<file path="src/rtl/dot_pkg.sv">
// Shared types and sizing helpers for the dot-product accumulator.
package dot_pkg;

    localparam int unsigned OPND_W = 4;
    localparam int unsigned PROD_W = 8;

    typedef enum logic {
        ACCUM = 1'b0,
        HOLD  = 1'b1
    } state_e;

    // Sum of len full-scale products fits without overflow.
    function automatic int unsigned acc_width(input int unsigned len);
        return PROD_W + int'($clog2(len));
    endfunction

    function automatic int unsigned cnt_width(input int unsigned len);
        return (len > 1) ? int'($clog2(len)) : 1;
    endfunction

endpackage

</file>
<file path="src/rtl/dot_accumulator_mul.sv">
// Combinational 4x4 unsigned array multiplier with scalar bit ports.
module dot_mul4x4
    import dot_pkg::*;
(
    input  logic a0_i,
    input  logic a1_i,
    input  logic a2_i,
    input  logic a3_i,
    input  logic b0_i,
    input  logic b1_i,
    input  logic b2_i,
    input  logic b3_i,
    output logic p0_o,
    output logic p1_o,
    output logic p2_o,
    output logic p3_o,
    output logic p4_o,
    output logic p5_o,
    output logic p6_o,
    output logic p7_o
);

    logic [OPND_W-1:0] a;
    logic [OPND_W-1:0] b;
    logic [PROD_W-1:0] p;

    assign a = {a3_i, a2_i, a1_i, a0_i};
    assign b = {b3_i, b2_i, b1_i, b0_i};

    // Sum of shifted AND-gated partial-product rows.
    always_comb begin
        p = '0;
        for (int i = 0; i < int'(OPND_W); i++) begin
            p = p + (PROD_W'({OPND_W{b[i]}} & a) << i);
        end
    end

    assign {p7_o, p6_o, p5_o, p4_o, p3_o, p2_o, p1_o, p0_o} = p;

endmodule

</file>
<file path="src/rtl/dot_accumulator.sv">
// Pipelined MAC: accumulates LEN products of 4-bit operand pairs into one sum.
// Optional DOT_PERF_CNT_EN adds a 16-bit count of completed output handshakes.
module dot_accumulator
    import dot_pkg::*;
#(
    parameter  int unsigned LEN   = 4,
    localparam int unsigned ACC_W = acc_width(LEN)
) (
    input  logic              clk,
    input  logic              rst,
    input  logic              in_valid,
    output logic              in_ready,
    input  logic [OPND_W-1:0] in_a,
    input  logic [OPND_W-1:0] in_b,
    output logic              out_valid,
    input  logic              out_ready,
    output logic [ACC_W-1:0]  out_sum,
    output logic              busy
`ifdef DOT_PERF_CNT_EN
    ,
    output logic [15:0]       perf_cnt
`endif
);

    localparam int unsigned     CNT_W     = cnt_width(LEN);
    localparam logic [CNT_W-1:0] LAST_TERM = CNT_W'(LEN - 1);

    state_e            state_q,     state_d;
    logic [CNT_W-1:0]  term_cnt_q,  term_cnt_d;
    logic [PROD_W-1:0] prod_q,      prod_d;
    logic              prod_v_q,    prod_v_d;
    logic              prod_last_q, prod_last_d;
    logic              prod_first_q, prod_first_d;
    logic [ACC_W-1:0]  acc_q,       acc_d;
    logic [ACC_W-1:0]  out_sum_q,   out_sum_d;
    logic              out_valid_q, out_valid_d;

    logic [PROD_W-1:0] mul_p;
    logic              accept_c;
    logic              out_hs_c;
    logic [ACC_W-1:0]  acc_sum_c;

    dot_mul4x4 u_mul (
        .a0_i (in_a[0]),
        .a1_i (in_a[1]),
        .a2_i (in_a[2]),
        .a3_i (in_a[3]),
        .b0_i (in_b[0]),
        .b1_i (in_b[1]),
        .b2_i (in_b[2]),
        .b3_i (in_b[3]),
        .p0_o (mul_p[0]),
        .p1_o (mul_p[1]),
        .p2_o (mul_p[2]),
        .p3_o (mul_p[3]),
        .p4_o (mul_p[4]),
        .p5_o (mul_p[5]),
        .p6_o (mul_p[6]),
        .p7_o (mul_p[7])
    );

    always_ff @(posedge clk or posedge rst) begin
        if (rst) begin
            state_q      <= ACCUM;
            term_cnt_q   <= '0;
            prod_q       <= '0;
            prod_v_q     <= 1'b0;
            prod_last_q  <= 1'b0;
            prod_first_q <= 1'b0;
            acc_q        <= '0;
            out_sum_q    <= '0;
            out_valid_q  <= 1'b0;
        end else begin
            state_q      <= state_d;
            term_cnt_q   <= term_cnt_d;
            prod_q       <= prod_d;
            prod_v_q     <= prod_v_d;
            prod_last_q  <= prod_last_d;
            prod_first_q <= prod_first_d;
            acc_q        <= acc_d;
            out_sum_q    <= out_sum_d;
            out_valid_q  <= out_valid_d;
        end
    end

    always_comb begin
        state_d      = state_q;
        term_cnt_d   = term_cnt_q;
        prod_d       = prod_q;
        prod_v_d     = 1'b0;
        prod_last_d  = prod_last_q;
        prod_first_d = prod_first_q;
        acc_d        = acc_q;
        out_sum_d    = out_sum_q;
        out_valid_d  = out_valid_q;
        in_ready     = 1'b0;
        accept_c     = 1'b0;
        out_hs_c     = 1'b0;
        acc_sum_c    = '0;

        // Stall intake while the closing product drains into the result.
        if (state_q == ACCUM) begin
            in_ready = !(prod_v_q && prod_last_q);
        end
        accept_c = in_valid && in_ready;

        if (accept_c) begin
            prod_d       = mul_p;
            prod_v_d     = 1'b1;
            prod_last_d  = (term_cnt_q == LAST_TERM);
            prod_first_d = (term_cnt_q == '0);
            term_cnt_d   = (term_cnt_q == LAST_TERM) ? '0 : term_cnt_q + CNT_W'(1);
        end

        acc_sum_c = prod_first_q ? ACC_W'(prod_q) : acc_q + ACC_W'(prod_q);
        if (prod_v_q) begin
            if (prod_last_q) begin
                out_sum_d   = acc_sum_c;
                out_valid_d = 1'b1;
                acc_d       = '0;
                state_d     = HOLD;
            end else begin
                acc_d = acc_sum_c;
            end
        end

        case (state_q)
            HOLD: begin
                out_hs_c = out_valid_q && out_ready;
                if (out_hs_c) begin
                    out_valid_d = 1'b0;
                    state_d     = ACCUM;
                end
            end
            default: ;
        endcase
    end

    assign out_valid = out_valid_q;
    assign out_sum   = out_sum_q;
    assign busy      = (term_cnt_q != '0) || prod_v_q || (state_q == HOLD);

`ifdef DOT_PERF_CNT_EN
    logic [15:0] perf_cnt_q;

    always_ff @(posedge clk or posedge rst) begin
        if (rst) begin
            perf_cnt_q <= '0;
        end else if (out_hs_c) begin
            perf_cnt_q <= perf_cnt_q + 16'd1;
        end
    end

    assign perf_cnt = perf_cnt_q;
`endif

endmodule

</file>
<file path="config.mk">
export PLATFORM = sky130hd
export DESIGN_NAME = dot_accumulator
export DESIGN_NICKNAME = d
export VERILOG_FILES = /design/src/rtl/dot_pkg.sv /design/src/rtl/dot_accumulator_mul.sv /design/src/rtl/dot_accumulator.sv
export SDC_FILE = /design/constraint.sdc
export NUM_CORES = 1
export LEC_CHECK = 0
export ABC_AREA = 1
export BUFFER_PORTS_ARGS = -buffer_cell sky130_fd_sc_hd__buf_4
export CAP_MARGIN = 40
export CORE_MARGIN = 5
export CORE_UTILIZATION = 59
export DETAILED_ROUTE_END_ITERATION = 10
export GPL_TIMING_DRIVEN = 0
export PLACE_DENSITY = 0.81
export SYNTH_ARGS = -nofsm -noshare
export SYNTH_HDL_FRONTEND = slang
export SYNTH_SLANG_ARGS = --single-unit
</file>
<file path="constraint.sdc">
create_clock -name clk -period 2.3 [get_ports clk]
set_clock_uncertainty 0.15 [all_clocks]
set_input_delay 0.46 -clock clk [delete_from_list [all_inputs] [get_ports clk]]
set_output_delay 0.46 -clock clk [all_outputs]
set_load 0.05 [all_outputs]
</file>
# Word level (Yosys, flattened, before mapping)
# Cells that the tools add are included.
[totals]
reg_bits = 35
inputBits = 12
wordCells = 41
[op_classes]
addsub = 5
eq_ne = 1
mux = 13
bitwise = 4
n_reduce_logical = 9
[ops]
columns = ["cell", "n"]
rows = [
  ["$mux 10", 2],
  ["$and 4x4->4", 4],
  ["$add 10x8->10", 1],
  ["$mux 1", 10],
  ["$add 8x6->8", 1],
  ["$add 8x7->8", 1],
  ["$add 8x8->8", 1],
  ["$logic_and 1x1->1", 3],
  ["$add 2x1->2 const B", 1],
  ["$eq 2x2->1 const B", 1],
  ["$logic_not 2->1", 1],
  ["$logic_or 1x1->1", 2],
  ["$mux 2", 1],
  ["$reduce_and 2->1", 1],
  ["$reduce_bool 2->1", 1],
  ["$logic_not 1->1", 1],
]

# Depth between registers and ports, before layout
# Gate-level depths: netlist of run 1.
[depth]
depth_word = 5
mapped_depth = 12
mapped_depth_nobuf = 12

# Cells and area by module
# A second synthesis of run 1 with hierarchy kept.
[hier_totals]
cells_unflattened = 326
hier_area_um2 = 2427.3
[by_module_without_submodules]
columns = ["mod", "n_inst", "cells_each", "area_each_um2"]
rows = [
  ["dot_accumulator", 1, 246, 1951.9],
  ["dot_mul4x4", 1, 80, 475.5],
]

# Worst setup path before layout of run 1
# Ideal clock, no wire load.
[synth_path]
kind = "input-to-reg"
start = "input in_a[2]"
end = "register prod_q[7]"
arrival_time_ps = 2614
required_ps = 2024
slack_ps = -591
path_stages = 12
n_path_buf = 0
path_cell_list = "nand2_1 inv_1 fa_1 inv_1 fa_1 inv_1 ha_1 inv_1 fa_1 o21ai_0 xnor2_1 o21ai_0"
[synth_between]
elab_chain_len = 4
[synth_lines]
columns = ["item", "line_no", "text"]
rows = [
  ["start, declared", "dot_accumulator.sv:13", "input logic [OPND_W-1:0] in_a,"],
  ["$and 4x4->4", "dot_accumulator_mul.sv:34", "p = p + (PROD_W'({OPND_W{b[i]}} & a) << i);"],
  ["$add 8x8->8", "dot_accumulator_mul.sv:34", ""],
  ["$add 8x6->8", "dot_accumulator_mul.sv:34", ""],
  ["$add 8x7->8 (*)", "dot_accumulator_mul.sv:34", ""],
  ["end signal, assigned", "dot_accumulator.sv:76", "prod_q <= prod_d;"],
  ["end, declared", "dot_accumulator.sv:30", "logic [PROD_W-1:0] prod_q, prod_d;"],
]
# Mark *: on every way between the ends. The rest lies on a longest branch, timed or not.
# A chain may end at the register's enable or synchronous reset.

# Worst setup path in the final report of run 1
[layout_path]
start = "input in_a[3]"
end = "register prod_q[5]"
[layout_between]
elab_chain_len = 4
[layout_lines]
columns = ["item", "line_no"]
rows = [
  ["$and 4x4->4", "dot_accumulator_mul.sv:34"],
  ["$add 8x8->8", "dot_accumulator_mul.sv:34"],
  ["$add 8x6->8 (*)", "dot_accumulator_mul.sv:34"],
  ["$add 8x7->8 (*)", "dot_accumulator_mul.sv:34"],
]
# Marks and branches as above.

==> results.json, run 1 <==
{
  "period_needed_ns": 2.57,
  "synth_nets": 335,
  "grt_pass1_vias": 2037,
  "synth_edf_count": 0,
  "rows": 22,
  "final_area_um2": 2750,
  "routed_wl_mm": 4.92,
  "crit_fanout": 2,
  "path_class": "in -> reg",
  "cts_sinks": 35,
  "leakage_nw": 1.56,
  "dp_cells": 370,
  "cp_slowest_stage_delay_ns": 0.53,
  "cts_hold_buf": 0,
  "mostFrequentLayoutCells": "98 x nand2_1, 41 x inv_1, 35 x dfrtp_1",
  "via_per_inst": 5.34,
  "cap_violations": 0,
  "coreArea_um2": 3720,
  "numPortBuffers": 24,
  "grt_max_degree": 22,
  "crit_chain": "buf_8 > nand2_4 > inv_2 > fa_1 > inv_1 > fa_2 > inv_2 > ha_4 > inv_2 > fa_2 > buf_4 > xor2_1 > o21ai_1",
  "fmax_ghz": 0.389,
  "dp_hpwl_mm": 3.81,
  "root_buffer": "clkbuf_8",
  "setup_slack_ns": -0.272,
  "die_h_um": 72.3,
  "vias": 2030,
  "grt_pass1_wl_mm": 8.30,
  "synth_area_um2": 2290,
  "drive_above_1_share": 0.184,
  "outcome": "finished, violations left",
  "powerDensity_nw_per_um2": 1240,
  "ys_types": 27,
  "synth_seq_cells": 35,
  "rsz0062_at_grt": "true",
  "ir_worst_vdd_v": 0.000567,
  "cp-end-kind": "flop",
  "fillers": 293,
  "clk_latency_ns": 0.28,
  "drtPass1Iterations": 4,
  "start_util": 0.617,
  "arrival_ns": 2.63,
  "track_usage": 0.204,
  "cp-start-kind": "input pin",
  "synth.avg_cell_area_um2": 7.72,
  "maxSlewViolCount": 0,
  "critPathBufInv": 6,
  "ys_seq_area_frac": 0.382,
  "clkTransAtPathRegs_ns": 0.06,
  "layout_commonest_cell": "nand2_1",
  "drt_iter0_drc": 109,
  "layout.cells.non_filler": 380,
  "synthToLayoutAreaGrowth_pct": 19.7,
  "yosys_warnings": 0,
  "pin_count": 25,
  "clockBufferDepth": 2,
  "finalHoldViolations": 0,
  "cts_made_buffers": 5,
  "place_area_um2": 2580,
  "hp-class": "in -> async",
  "antenna_found_initial": 0,
  "final_antenna_net_count": 0,
  "gp_congestion": 0.828,
  "dieArea_um2": 5230,
  "grt_overflow": 0,
  "violations": "setup timing",
  "cts_htree_levels": 2,
  "synthFlopType": "dfrtp_1",
  "cp_common_cell": "inv_2",
  "cp_slowest_cell": "fa_1",
  "die_x_um": 72.3,
  "final_nets": 371,
  "path_delay_family": "adder cells",
  "tritoncts": "yes",
  "worst_pin_slew_ns": 0.657,
  "finalSetupViolCount": 4,
  "required_ns": 2.36,
  "synth-async-reset-ratio": 1.00,
  "period_share": 1.12,
  "antenna_cells": 0,
  "drc": 0,
  "maxSlewHeadroom": 0.562,
  "postSynthCellCount": 297,
  "wl_per_cell_um": 13.0
}
==> synth_stat cells, drive strengths merged (2+ instances only) <==
cell / number / area (um^2)
a21oi: 6 / 33.8
buf: 2 / 12.5
clkbuf: 4 / 15.0
dfrtp: 35 / 876
fa: 6 / 120
ha: 20 / 250
inv: 47 / 179
nand2: 104 / 405
nand3: 19 / 95.1
nand3b: 2 / 15.0
nand4: 6 / 37.5
nor2: 10 / 45.0
o21ai: 25 / 129
o22ai: 2 / 12.5
or2: 3 / 18.8
xnor2: 2 / 17.5
==> final cells by class <==
| cell class | instances | area, um^2 | area share |
|---|---|---|---|
| inverters | 47 | 179 | 0.0651 |
| repair buffers | 30 | 275 | 0.100 |
| flip-flops and latches | 35 | 876 | 0.319 |
| multi-input cells | 209 | 1260 | 0.459 |
| clock buffers | 6 | 72.6 | 0.0264 |
| well taps | 48 | 60.1 | 0.0219 |
| plain buffers | 5 | 23.8 | 0.00866 |
==> cells by family (layout without fill, tap and decap cells) <==
kind of cell / Yosys count / count (layout) / synth area share
AOI/OAI and AO/OA: 36 / 36 / 0.0862
DFF: 35 / 35 / 0.382
buffers and inverters: 53 / 88 / 0.0900
xor gates and xnor gates: 3 / 3 / 0.0115
adders and majority gates: 26 / 26 / 0.161
and+or+nand+nor: 144 / 144 / 0.269
==> per-stage QoR <==
stage	utilization	setup TNS (ns)	worst slack, ns	hold slack, ns	power [mW]
global placement	0.687	-2.09	-0.650	0.318	2.91
global route	0.739	-1.27	-0.352	0.179	3.70
finish	0.739	-0.945	-0.272	0.121	3.42
CTS	0.730	-0.781	-0.264	0.137	3.40
detailed placement	0.694	-2.29	-0.692	0.319	2.98
floorplan	-	-1.14	-0.434	0.303	2.48
==> worst reg2reg max path: stages (launching register included) <==
cell	delay, ns
dfrtp_1	0.38
ha_1	0.24
inv_1	0.08
fa_1	0.40
inv_1	0.07
nand2_1	0.07
a21oi_2	0.22
nand2_1	0.10
nand3_1	0.08
nand3_1	0.10
nand3_1	0.10
nand2_1	0.05
==> power by group <==
group | internal [mW] | switching [mW] | total [mW]
sequential | 0.867 | 0.188 | 1.05
combinational | 0.673 | 1.29 | 1.97
clock | 0.201 | 0.194 | 0.395
==> sequential cells by signal, summed over array words and instances, names as in the netlist <==
signal and cells:
acc_q 10, out_sum 10, out_valid 1, prod_first_q 1, prod_last_q 1, prod_q 8
prod_v_q 1, state_q 1, term_cnt_q 2
==> routing by layer <==
metal  track usage  up-vias  share of wire
li1              -     1014              -
met1         0.225      973           0.42
met2         0.368       31           0.52
met3        0.0332       12          0.028
met4         0.111        0          0.029
met5             0        -              0
==> path summary, 6_finish.rpt <==
| path | from | end | slack [ns] | cells after the start |
|---|---|---|---|---|
| min in group clk | in_a[0] | prod_q[0] | 0.31 | 3 |
| max in group asynchronous | rst | acc_q[2] | 1.36 | 3 |
| hold / removal | rst | term_cnt_q[0] | 0.12 | 2 |
| hold reg to reg | out_sum[6] | out_sum[6] | 0.34 | 2 |
| setup reg to reg | prod_q[0] | acc_q[6] | 0.15 | 11 |
| setup / recovery | in_a[3] | prod_q[5] | -0.27 | 13 |
==> what timing repair did <==
| action | in CTS | in global routing |
|---|---|---|
| gates resized for setup | 10 | 7 |
| setup buffers | 3 | 2 |
| endpoints found under the setup margin | 4 | 5 |
| pin swaps | 9 | 4 |
No activity file was read; power rests on OpenSTA's default activity.
==> inputs of run 2 (changes only) <==
==> constraint.sdc (replaced) <==
create_clock -name clk -period 2.3 [get_ports clk]
set_clock_uncertainty 0.15 [all_clocks]
set_input_delay 0.69 -clock clk [delete_from_list [all_inputs] [get_ports clk]]
set_output_delay 0.69 -clock clk [all_outputs]
set_load 0.05 [all_outputs]
==> run 2 against run 1 <==
  * Non-clock buffer count up 4
  * Register-to-register slack barely moved
  * Largest power group unchanged
  * Critical path depth unchanged
  * Sequential cell count stayed put
  * Via count increased by 2.2%
  * Count of clock-buffer cells in the layout increased by 2
  * The flow still finishes with violations (setup timing)
==> results.json, run 2 (synthesized netlist as in run 1, its figures left out) <==
{
  "track_usage": 0.221,
  "violations": "setup timing",
  "pin_count": 25,
  "start_util": 0.617,
  "drtPass1Iterations": 4,
  "mostFrequentLayoutCells": "97 x nand2_1, 39 x inv_1, 35 x dfrtp_1",
  "routed_wl_mm": 5.28,
  "die_h_um": 72.3,
  "cts_htree_levels": 2,
  "maxSlewViolCount": 0,
  "path_class": "in -> reg",
  "period_share": 1.23,
  "numPortBuffers": 24,
  "clockBufferDepth": 2,
  "crit_fanout": 2,
  "dp_slack_ns": -0.862,
  "required_ns": 2.32,
  "clk_latency_ns": 0.29,
  "cts_hold_buf": 0,
  "dieArea_um2": 5230,
  "drive_above_1_share": 0.210,
  "total_power_mw": 3.61,
  "drc": 0,
  "clkTransAtPathRegs_ns": 0.07,
  "ir_worst_vdd_v": 0.000528,
  "setup_tns_ns": -1.82,
  "cts_made_buffers": 5,
  "dp_hpwl_mm": 3.97,
  "powerDensity_nw_per_um2": 1270,
  "outcome": "finished, violations left",
  "antenna_cells": 0,
  "antenna_found_initial": 0,
  "wl_per_cell_um": 13.7,
  "rsz0062_at_grt": "true",
  "final_nets": 375,
  "finalHoldViolations": 0,
  "finalSetupViolCount": 5,
  "drt_iter0_drc": 110,
  "vias": 2074,
  "leakage_nw": 1.59,
  "tritoncts": "yes",
  "die_x_um": 72.3,
  "cp-end-kind": "flop",
  "fmax_ghz": 0.354,
  "grt_pass1_vias": 2108,
  "via_per_inst": 5.37,
  "final_antenna_net_count": 0,
  "grt_max_degree": 23,
  "hp-class": "reg -> reg",
  "synthToLayoutAreaGrowth_pct": 23.5,
  "grt_overflow": 0,
  "cap_violations": 0,
  "worst_pin_slew_ns": 0.641,
  "layout_commonest_cell": "nand2_1",
  "coreArea_um2": 3720,
  "setup_slack_ns": -0.524,
  "grt_pass1_wl_mm": 9.03,
  "fin_util": 0.762,
  "arrival_ns": 2.85,
  "maxSlewHeadroom": 0.572,
  "cp-start-kind": "input pin",
  "gp_congestion": 0.844,
  "fin_hold_ws_ns": 0.335,
  "root_buffer": "clkbuf_8",
  "period_needed_ns": 2.82,
  "rows": 22,
  "cts_sinks": 35
}
==> run 2: changes by cell type in the layout (fill, tap and decap cells not counted), sizes merged <==
cell and change:
buf +4, clkbuf +2, clkinvlp +1, inv -1
==> run 2: per-layer routing <==
layer  track usage  wire length, um  part of all wire  up-vias
met5             0                0                 0        -
met4        0.0919              104             0.020        0
met3        0.0429              199             0.038       12
met2         0.405             2840              0.54       41
met1         0.247             2140              0.40     1001
li1              -                -                 -     1020
==> run 2: worst paths after layout <==
check	startpoint	slack, ns	cells past startpoint	end
min reg2reg	out_sum[8]	0.33	2	out_sum[8]
max reg2reg	prod_q[0]	0.15	11	out_sum[6]
min	out_sum[8]	0.33	2	out_sum[8]
min in group asynchronous	rst	0.34	2	term_cnt_q[1]
max in group asynchronous	rst	1.14	3	acc_q[4]
max	in_b[1]	-0.52	13	prod_q[5]
==> run 2: worst max-delay path, cell delays in order <==
cell	delay [ns]
buf_8	0.10
nand2_4	0.05
inv_2	0.04
fa_1	0.54
inv_2	0.04
fa_2	0.43
inv_2	0.08
ha_4	0.13
inv_2	0.03
fa_2	0.34
buf_4	0.15
xor2_1	0.14
o21ai_1	0.07
==> run 2: cell type report <==
class | instances | area, um^2
Buffer | 5 | 23.8
Sequential cell | 35 | 876
Clock buffer | 8 | 100
Tap cell | 48 | 60.1
Inverter | 47 | 183
Timing Repair Buffer | 34 | 302
Multi-Input combinational cell | 209 | 1290
Fill cell | 271 | 885
==> run 2: where the power goes <==
group / switching [mW] / internal (mW)
sequential: 0.194 / 0.866
combinational: 1.35 / 0.718
clock: 0.210 / 0.273
==> run 2: metrics by stage <==
step	instance area, um^2	std cells
floorplan	2320	297
global placement	2560	369
detailed placement	2590	370
CTS	2770	381
global route	2830	386
finish	2830	386
==> run 2: repair_timing <==
action                                  in CTS  in global routing
gates resized for setup                     14                  7
endpoints found under the setup margin       6                  7
buffers inserted                             4                  6
cloned                                       0                  0
pin swaps                                   11                  4
==> inputs of run 3 (changes only) <==
Settings changed: SYNTH_HIERARCHICAL set to 1.
==> run 3 against run 2 <==
  * The run still ends with setup timing left
  * Wire length is 2.9% higher
  * Die area is 5.0% higher
  * Fmax shrank 2.0%
  * Design area rose by 4.4%
  * Sequential power about the same
  * Combinational power up 5%
  * Final cell count is 6.7% higher
  * Sequential cell count stayed put
  * Setup slack got worse by 0.059 ns
  * Sequential share of layout area fell by 1.3 points
  * Synthesized cell count is 9.8% higher
==> results.json, run 3 <==
{
  "rsz0062_at_grt": "true",
  "synth-simple-area-share": 0.312,
  "clockBufferDepth": 2,
  "drive_above_1_share": 0.193,
  "cts_sinks": 35,
  "comb_power_share": 0.568,
  "synth.avg_cell_area_um2": 7.45,
  "clkTransAtPathRegs_ns": 0.07,
  "final_area_um2": 2960,
  "track_usage": 0.227,
  "rows": 23,
  "synthToLayoutAreaGrowth_pct": 21.8,
  "cp_slowest_stage_delay_ns": 0.52,
  "routed_wl_mm": 5.44,
  "coreArea_um2": 4000,
  "synth_xor_area_frac": 0.00722,
  "finalHoldViolations": 0,
  "arrival_ns": 2.92,
  "fillers": 296,
  "period_needed_ns": 2.88,
  "layout.cells.non_filler": 412,
  "clk_latency_ns": 0.29,
  "clkPwrFrac": 0.145,
  "yosys_warnings": 6,
  "power.switching_mw": 1.83,
  "leakage_nw": 1.68,
  "setup_slack_ns": -0.583,
  "synth_top_family_by_area": "simple AND/OR/NAND/NOR gates",
  "gp_congestion": 0.926,
  "postSynthCellCount": 326,
  "pwr-share-seq": 0.287,
  "synth_area_leaders": "dfrtp_1 36%, nand2_1 19%, ha_1 9.3%",
  "pin_count": 25,
  "mostFrequentLayoutCells": "122 x nand2_1, 44 x inv_1, 35 x dfrtp_1",
  "synth_top_area_cell": "dfrtp_1",
  "seq_area_um2": 876,
  "antenna_found_initial": 0,
  "dp_cells": 401,
  "final_antenna_net_count": 0,
  "required_ns": 2.33,
  "antenna_cells": 0,
  "dp_slack_ns": -0.963,
  "switching_share": 0.482,
  "worst_pin_slew_ns": 0.651,
  "fmax_ghz": 0.347,
  "ys_seq_area_frac": 0.361,
  "total_power_mw": 3.80,
  "grt_pass1_wl_mm": 9.54,
  "synth_nets": 362,
  "place_area_um2": 2760,
  "synthFlopType": "dfrtp_1",
  "powerDensity_nw_per_um2": 1280,
  "maxSlewViolCount": 0,
  "yosysMostFrequentCell": "nand2_1",
  "synthAdderAreaFrac": 0.142,
  "drc": 0,
  "crit_fanout": 4,
  "cts_htree_levels": 2,
  "setup_tns_ns": -2.26,
  "path_class": "in -> reg",
  "grt_max_degree": 22,
  "ys_types": 31,
  "final_nets": 397,
  "synth_seq_cells": 35,
  "numPortBuffers": 24,
  "cap_violations": 0,
  "cts_made_buffers": 5,
  "fin_hold_ws_ns": 0.339,
  "critPathBufInv": 5,
  "synth_area_um2": 2430,
  "crit_chain": "buf_8 > nand2_4 > inv_4 > ha_4 > inv_2 > fa_2 > xnor2_2 > fa_1 > ha_4 > inv_2 > fa_2 > inv_1 > nand2_1 > nand2_1",
  "grt_pass1_vias": 2236,
  "grt_overflow": 0,
  "root_buffer": "clkbuf_8",
  "via_per_inst": 5.32,
  "fin_util": 0.739,
  "synth_mux_area_frac": 0,
  "synth_top_area_frac": 0.361,
  "start_util": 0.607,
  "multi_input_comb_area_um2": 1380,
  "die_x_um": 74.1,
  "dieArea_um2": 5500,
  "dp_hpwl_mm": 4.03,
  "cp-end-kind": "flop",
  "synth-async-reset-ratio": 1.00,
  "synthTopCellsByCount": "125 x nand2_1, 50 x inv_1, 35 x dfrtp_1",
  "cp-start-kind": "input pin",
  "outcome": "finished, violations left",
  "die_h_um": 74.1,
  "power.internal_mw": 1.97,
  "cp_slowest_cell": "fa_1",
  "violations": "setup timing",
  "synth-compound-area-share": 0.0763,
  "ir_worst_vdd_v": 0.000687,
  "layout_commonest_cell": "nand2_1",
  "path_delay_family": "adder cells",
  "finalSetupViolCount": 5,
  "drtPass1Iterations": 5,
  "vias": 2193,
  "hp-class": "in -> async",
  "drt_iter0_drc": 93,
  "tritoncts": "yes",
  "maxSlewHeadroom": 0.565,
  "synth_edf_count": 0,
  "period_share": 1.25,
  "wl_per_cell_um": 13.2
}
==> run 3: timing repair <==
item,4_1_cts,5_1_grt
hold buffers,0,0
pin swaps,11,6
buffers inserted,2,2
setup endpoints to repair,6,6
resized for setup,9,6
==> run 3: area by class of cell <==
cell class	instances	area share
Tap cell	50	0.0212
Clock inverter	3	0.0148
Sequential cell	35	0.296
Multi-Input combinational cell	232	0.468
Timing Repair Buffer	29	0.0919
Clock buffer	5	0.0233
Buffer	5	0.0131
Inverter	53	0.0711
==> run 3: per-layer routing <==
layer,track usage,wire length (um),vias up
met5,0,0,-
met4,0.0986,158,0
li1,-,-,1089
met1,0.252,2240,1031
met3,0.0514,228,18
met2,0.414,2810,55
==> run 3: kinds of logic (layout without fill, tap and decap cells) <==
group,count (synthesis),in the layout
AOI/OAI and AO/OA,30,30
xor gates and xnor gates,2,2
adders and majority gates,24,24
buffers and inverters,59,95
DFF,35,35
and+or+nand+nor,176,176
==> run 3: final timing paths <==
| path | start | to | slack [ns] | cells after the start |
|---|---|---|---|---|
| max in group asynchronous | rst | acc_q[4] | 1.14 | 3 |
| worst max-delay path | in_b[1] | prod_q[4] | -0.58 | 14 |
| worst min register to register | acc_q[4] | acc_q[4] | 0.34 | 2 |
| worst min-delay path | rst | acc_q[9] | 0.34 | 2 |
| min in group clk | acc_q[4] | acc_q[4] | 0.34 | 2 |
| worst max register to register | prod_q[0] | acc_q[6] | 0.27 | 10 |
==> run 3: power groups by stage <==
stage | combinational (mW) | clock (mW) | sequential, mW
floorplan | 1.31 | 0 | 1.35
finish | 2.16 | 0.552 | 1.09
CTS | 2.15 | 0.559 | 1.08
detailed placement | 2.10 | 0 | 1.09
global route | 2.41 | 0.581 | 1.13
global placement | 2.05 | 0 | 1.08
